--- config.mk ---
export PLATFORM = sky130hd
export DESIGN_NAME = tree_walk_ctrl
export DESIGN_NICKNAME = d
export VERILOG_FILES = /design/src/rtl/tree_walk_pkg.sv /design/src/rtl/tree_walk_dot.sv /design/src/rtl/tree_walk_ctrl.sv
export SDC_FILE = /design/constraint.sdc
export NUM_CORES = 1
export LEC_CHECK = 0
export BUFFER_PORTS_ARGS = -buffer_cell sky130_fd_sc_hd__buf_2
export CORE_UTILIZATION = 56
export DETAILED_ROUTE_END_ITERATION = 6
export GPL_ROUTABILITY_DRIVEN = 0
export PLACE_DENSITY = 0.86
export REMOVE_ABC_BUFFERS = 1
export SLEW_MARGIN = 20
export SYNTH_ARGS = -nofsm -noshare
export SYNTH_HDL_FRONTEND = slang
export SYNTH_HIERARCHICAL = 1
export SYNTH_SLANG_ARGS = --single-unit
--- constraint.sdc ---
create_clock -name clk -period 7.33 [get_ports clk]
set_clock_uncertainty 0.2 [all_clocks]
set_input_delay 0.733 -clock clk [delete_from_list [all_inputs] [get_ports clk]]
set_output_delay 0.733 -clock clk [all_outputs]
set_load 0.05 [all_outputs]
--- src/rtl/tree_walk_pkg.sv ---
// Shared state encoding, field slices and widths for the decision-tree walker.
// Defining TREE_WALK_PIPE_MAC_EN adds the MAC pipeline state.
package tree_walk_pkg;

    localparam int FEAT_W          = 8;
    localparam int COEF_W          = 8;
    localparam int SUM_W           = 18;
    localparam int LEAF_BIT        = 8;
    localparam int PTR_W           = 9;
    localparam int CHILD_LEFT_MSB  = 17;
    localparam int CHILD_LEFT_LSB  = 9;
    localparam int CHILD_RIGHT_MSB = 8;
    localparam int CHILD_RIGHT_LSB = 0;
    localparam int COEF_BIAS_IDX   = 4;
    localparam int COEF_THR_IDX    = 5;

    typedef enum logic [2:0] {
        ST_IDLE  = 3'd0,
        ST_FETCH = 3'd1,
        ST_EVAL  = 3'd2,
        ST_DONE  = 3'd3
`ifdef TREE_WALK_PIPE_MAC_EN
        , ST_MAC = 3'd4
`endif
    } state_e;

    // Index 0 is the most significant byte (c1 / a1).
    function automatic logic [COEF_W-1:0] coef_field(input logic [47:0] coef, input int idx);
        return coef[47 - COEF_W*idx -: COEF_W];
    endfunction

    function automatic logic [FEAT_W-1:0] feat_field(input logic [31:0] feat, input int idx);
        return feat[31 - FEAT_W*idx -: FEAT_W];
    endfunction

endpackage

--- src/rtl/tree_walk_dot.sv ---
// Node score: four unsigned 8x8 products plus the node bias.
module tree_walk_dot
    import tree_walk_pkg::*;
(
    input  logic [31:0]      feat_i,
    input  logic [47:0]      coef_i,
    output logic [SUM_W-1:0] sum_o
);

    // 18 bits hold the all-ones worst case (4*255*255+255) without wrapping.
    always_comb begin
        sum_o = SUM_W'(coef_field(coef_i, COEF_BIAS_IDX));
        for (int i = 0; i < 4; i++) begin
            sum_o = sum_o + SUM_W'(feat_field(feat_i, i)) * SUM_W'(coef_field(coef_i, i));
        end
    end

endmodule

--- src/rtl/tree_walk_ctrl.sv ---
// Decision-tree walk controller: fetches nodes, compares score to threshold, reports leaf class.
// Build option TREE_WALK_PIPE_MAC_EN registers the score in a MAC state (3 cycles per node).
module tree_walk_ctrl
    import tree_walk_pkg::*;
#(
    parameter int ADDR_WIDTH = 6,
    parameter int ROOT_ADDR  = 0,
    parameter int MAX_DEPTH  = 32
) (
    input  logic                  clk,
    input  logic                  rst_n,
    input  logic                  start,
    output logic                  start_ready,
    input  logic [31:0]           feat,
    output logic [ADDR_WIDTH-1:0] mem_addr,
    output logic                  mem_rd,
    input  logic [47:0]           coef_rdata,
    input  logic [17:0]           child_rdata,
    output logic                  out_valid,
    input  logic                  out_ready,
    output logic [7:0]            out_class,
    output logic                  out_err,
    output logic [5:0]            out_depth
);

    state_e                state_q, state_d;
    logic [31:0]           feat_q, feat_d;
    logic [ADDR_WIDTH-1:0] node_q, node_d;
    logic [5:0]            depth_q, depth_d;
    logic                  mem_rd_q, mem_rd_d;
    logic                  out_valid_q, out_valid_d;
    logic [7:0]            out_class_q, out_class_d;
    logic                  out_err_q, out_err_d;
    logic [5:0]            out_depth_q, out_depth_d;
    logic                  start_ready_q, start_ready_d;

    logic [SUM_W-1:0]      sum_s;
    logic [SUM_W-1:0]      eval_sum_s;
    logic [COEF_W-1:0]     eval_thr_s;
    logic [17:0]           eval_child_s;
    logic [PTR_W-1:0]      ptr_s;
    logic [5:0]            depth_inc_s;

    tree_walk_dot u_dot (
        .feat_i (feat_q),
        .coef_i (coef_rdata),
        .sum_o  (sum_s)
    );

`ifdef TREE_WALK_PIPE_MAC_EN
    logic [SUM_W-1:0]  sum_q, sum_d;
    logic [COEF_W-1:0] thr_q, thr_d;
    logic [17:0]       child_q, child_d;

    assign eval_sum_s   = sum_q;
    assign eval_thr_s   = thr_q;
    assign eval_child_s = child_q;
`else
    assign eval_sum_s   = sum_s;
    assign eval_thr_s   = coef_field(coef_rdata, COEF_THR_IDX);
    assign eval_child_s = child_rdata;
`endif

    assign depth_inc_s = depth_q + 6'd1;

    // Branch select: strictly below threshold goes left, equality goes right.
    always_comb begin
        if (eval_sum_s < {10'b0, eval_thr_s}) begin
            ptr_s = eval_child_s[CHILD_LEFT_MSB:CHILD_LEFT_LSB];
        end else begin
            ptr_s = eval_child_s[CHILD_RIGHT_MSB:CHILD_RIGHT_LSB];
        end
    end

    // Next-state, walk bookkeeping and result capture.
    always_comb begin
        state_d     = state_q;
        feat_d      = feat_q;
        node_d      = node_q;
        depth_d     = depth_q;
        out_class_d = out_class_q;
        out_err_d   = out_err_q;
        out_depth_d = out_depth_q;
`ifdef TREE_WALK_PIPE_MAC_EN
        sum_d       = sum_q;
        thr_d       = thr_q;
        child_d     = child_q;
`endif
        case (state_q)
            ST_IDLE: begin
                if (start) begin
                    feat_d  = feat;
                    node_d  = ADDR_WIDTH'(ROOT_ADDR);
                    depth_d = 6'd0;
                    state_d = ST_FETCH;
                end else begin
                    state_d = ST_IDLE;
                end
            end
            ST_FETCH: begin
`ifdef TREE_WALK_PIPE_MAC_EN
                state_d = ST_MAC;
`else
                state_d = ST_EVAL;
`endif
            end
`ifdef TREE_WALK_PIPE_MAC_EN
            ST_MAC: begin
                sum_d   = sum_s;
                thr_d   = coef_field(coef_rdata, COEF_THR_IDX);
                child_d = child_rdata;
                state_d = ST_EVAL;
            end
`endif
            ST_EVAL: begin
                depth_d = depth_inc_s;
                if (ptr_s[LEAF_BIT]) begin
                    out_class_d = ptr_s[7:0];
                    out_err_d   = 1'b0;
                    out_depth_d = depth_inc_s;
                    state_d     = ST_DONE;
                end else if (depth_inc_s == 6'(MAX_DEPTH)) begin
                    out_class_d = 8'd0;
                    out_err_d   = 1'b1;
                    out_depth_d = depth_inc_s;
                    state_d     = ST_DONE;
                end else begin
                    node_d  = ptr_s[ADDR_WIDTH-1:0];
                    state_d = ST_FETCH;
                end
            end
            ST_DONE: begin
                if (out_ready) begin
                    state_d = ST_IDLE;
                end else begin
                    state_d = ST_DONE;
                end
            end
            default: begin
                state_d = ST_IDLE;
            end
        endcase

        mem_rd_d      = (state_d == ST_FETCH);
        out_valid_d   = (state_d == ST_DONE);
        start_ready_d = (state_d == ST_IDLE);
    end

    // State and registered outputs; reset clears everything and parks in IDLE.
    always_ff @(posedge clk or negedge rst_n) begin
        if (!rst_n) begin
            state_q       <= ST_IDLE;
            feat_q        <= 32'd0;
            node_q        <= '0;
            depth_q       <= 6'd0;
            mem_rd_q      <= 1'b0;
            out_valid_q   <= 1'b0;
            out_class_q   <= 8'd0;
            out_err_q     <= 1'b0;
            out_depth_q   <= 6'd0;
            start_ready_q <= 1'b1;
        end else begin
            state_q       <= state_d;
            feat_q        <= feat_d;
            node_q        <= node_d;
            depth_q       <= depth_d;
            mem_rd_q      <= mem_rd_d;
            out_valid_q   <= out_valid_d;
            out_class_q   <= out_class_d;
            out_err_q     <= out_err_d;
            out_depth_q   <= out_depth_d;
            start_ready_q <= start_ready_d;
        end
    end

`ifdef TREE_WALK_PIPE_MAC_EN
    // Pipelined score, threshold and child pointers captured in MAC.
    always_ff @(posedge clk or negedge rst_n) begin
        if (!rst_n) begin
            sum_q   <= '0;
            thr_q   <= 8'd0;
            child_q <= 18'd0;
        end else begin
            sum_q   <= sum_d;
            thr_q   <= thr_d;
            child_q <= child_d;
        end
    end
`endif

    assign mem_addr    = node_q;
    assign mem_rd      = mem_rd_q;
    assign out_valid   = out_valid_q;
    assign out_class   = out_class_q;
    assign out_err     = out_err_q;
    assign out_depth   = out_depth_q;
    assign start_ready = start_ready_q;

endmodule

==> key figures <==
Routing
  – Total via count after detailed routing: 9781
  – Detailed Routing Iterations Pass 1: 5
  – Count of nets left with antenna violations after detail routing: 0
  – Final routed wirelength across all metal layers: roughly 34000 um
  – DRC violation count after routing: 0
  – Routed via count divided by cell count: 5.443
  – Routed WL per cell: between 15 and 20 um
  – Iteration-0 DRC Markers: roughly 500

Min path
  – Worst Hold Class: reg2reg
  – Hold Path Stages: 1
  – Endpoint with the worst hold slack: mem_addr[4]
  – Hold path startpoint: mem_addr[4]

CTS
  – Clock tree from TritonCTS: done
  – Inserted Clock Buffers: 9
  – CTS clk-pin slew, worst paths: 0.06 ns
  – # clock sinks: 64
  – Clock network latency to the later pin of the worst-skew pair: 0.35 ns
  – Worst-case clock buffer depth: 2
  – Hold-fix buffers at CTS: 0
  – Clock H-tree levels: 3
  – Root Buffer Master: clkbuf_16

STA
  – RSZ-0062 raised after global routing: true
  – Final Max Slew Viols: 0
  – Peak Freq: 0.1236 GHz
  – Final hold violation count: 0
  – Worst slew pin tran: slightly below 0.9 ns
  – Final setup slack of the worst path: -0.7593 ns
  – Hold slack final: slightly below 0.3 ns
  – Final critical path time including I/O delays and setup: between 8 and 9 ns
  – Worst relative slew slack: between 40% and 50%
  – Post-route clock period utilization: 110.4%
  – Final-report setup violation count: 24

Synthesis
  – Primary FF master, synth: dfrtp_1
  – Share of synthesized registers carrying an async set or reset: between 90% and 100%
  – Synth warnings: 6
  – Cell area after technology mapping: between 10000 and 15000 um2
  – Number of enable-type register cells in the synthesized netlist: 0
  – Number of standard cells after synthesis: 1265
  – Number of distinct library cells after synthesis: 53
  – Sequential cell area fraction in the yosys report: roughly 13%
  – Synthesis-stage register bit count: 64
  – Synthesized area divided by synthesized cell count: 9.811 um2

Floorplanning
  – Initial standard-cell utilization of the core: a little under three fifths
  – Vert. Die Dim: approximately 150 um
  – Area of the core: between 20000 and 25000 um2
  – Width of the die: roughly 150 um
  – Total number of placement rows: 54
  – Total Die Area: about 23000 um2
  – Number of I/O pins: approximately 130

Finish
  – Filler cell count: 1427
  – Most common library cell in the layout ignoring fill and taps: inv_1
  – Area added between synthesis and finish: 22.34%
  – Layout Nets: 1983
  – Leading cell types in the layout, fill and taps excluded: inv_1, fa_1, and2_1, ha_1, nand2_1
  – Final cell count without fillers: between 1.5k and 2k
  – Ratio of cells with drive above 1 in the final layout: between 20% and 30%

Global routing
  – Global-route wire length before repair: 51200 um
  – Maximum number of pins on one net before global-route repair: 65
  – Via count of the first global-routing pass: about 11k
  – Total routing usage reported by global routing: between 20 and 30%
  – Antenna violations before repair: 2
  – Total global routing overflow: 0

Flow run
  – Maxcap violations: 0

Placement
  – Sum of net half-perimeters after detailed placement: approximately 24000 um
  – Number of placed instances with taps included: approximately 1.8k
  – I/O Buffers: roughly 130

Setup path
  – Cell at the slowest stage of the critical path: a2111oi_0
  – Crit end category: register
  – Setup slack of the most critical reg-to-reg path: -0.75 ns
  – Maximum fanout encountered on the critical timing path: 8
  – Start-to-end type of the worst setup path: in2reg
  – Worst flop-to-flop path endpoint: out_class[6]
  – Delay of the slowest cell on the worst path: between 0.6 and 0.7 ns
  – Worst r2r src: feat_q[29]
  – Number of buffers and inverters on the critical path: 8
  – Type of origin of the critical path: input port
  – Depth of the worst register-to-register path: 28
  – Cell family contributing the most delay on the critical path: adder cells
  – Arr. time, crit path: 8.11 ns
  – Worst Path Required: between 7 and 8 ns

Outcome
  – Result of the run: finished with violations
  – Failing checks: setup timing
## sequential cells by signal, indices dropped and copies added (netlist names)
name and flops:
out_valid 1, depth_q 6, start_ready 1, mem_addr 6, out_err 1, mem_rd 1
out_class 8, feat_q 32, state_q 2, out_depth 6
## synth_stat cells, drive strengths merged (4+ instances only)
cell     instances  area share, %
buf              7           0.54
dfrtp           63             13
fa             232             37
nand3           10           0.40
o211ai           4           0.28
ha             138             14
nand2          125            3.8
nor2b            4           0.26
and2           160            8.1
xor2             5           0.35
a21o             7           0.42
mux2            38            3.6
inv            350             11
o2bb2ai         14            1.4
clkbuf           6           0.18
xnor2           13           0.92
o21ai           12           0.48
nand2b           4           0.20
nor2            10           0.30
mux2i           12           0.97
nand4            4           0.20
a21oi           15           0.64
nor3             6           0.24
## what timing repair did
item	CTS	global route
resized for setup	72	92
setup endpoints to repair	24	24
pin swaps	48	48
gates cloned	1	0
buffers inserted	7	9
## cells by family after synthesis
kind of cell             share of synthesized area, %
AO/OA/AOI/OAI                                   4.537
buffers and inverters                           11.31
flip-flops                                      12.91
XOR/XNOR                                        1.270
adder cells (fa/ha/maj)                         51.34
AND/OR/NAND/NOR                                 14.03
multiplexers                                    4.597
## final cells by class
type / instances / area (um2) / share of cell area, %
multi-input cells: 838 / 9866 / 64.98
repair buffers: 248 / 1708 / 11.25
flip-flops and latches: 64 / 1617 / 10.65
inverters: 350 / 1314 / 8.653
well taps: 280 / 350.3 / 2.307
clock buffers: 9 / 225.2 / 1.483
clock inverters: 7 / 101.3 / 0.6675
diodes: 1 / 2.502 / 0.01648
## routing by layer
layer | up-vias | wire (um) | GRT usage [%]
met5 | - | 8 | 0
met4 | 2 | 1615 | 13.00
met3 | 138 | 2367 | 5.663
met2 | 472 | 17420 | 52.91
met1 | 4896 | 12290 | 35.10
li1 | 4273 | - | -
## how the worst max path moves through the flow
stage              startpoint            to  cells past startpoint
3_5_place_dp   coef_rdata[18]   mem_addr[2]                     29
3_3_place_gp   coef_rdata[24]  out_class[1]                     28
5_1_grt            feat_q[31]  out_depth[2]                     26
4_1_cts            feat_q[28]   mem_addr[2]                     26
2_1_floorplan  coef_rdata[18]  out_depth[1]                     27
6_report       coef_rdata[45]  out_class[6]                     27
## stage by stage
| stage | setup TNS (ns) | setup slack (ns) | cell area [um2] | utilization (%) |
|---|---|---|---|---|
| 2_1_floorplan | -26.26 | -1.371 | 12320 | - |
| 3_3_place_gp | -22.01 | -0.9527 | 14100 | 64.81 |
| 3_5_place_dp | -27.82 | -1.198 | 14100 | 64.81 |
| 4_1_cts | -12.37 | -0.5526 | 14790 | 67.97 |
| 5_1_grt | -23.28 | -1.018 | 15180 | 69.79 |
| 6_report | -16.96 | -0.7593 | 15180 | 69.79 |
Power is left out: the tool's default activity adds up to more than one toggle a clock period on the data nets, which glitch-free logic cannot reach.
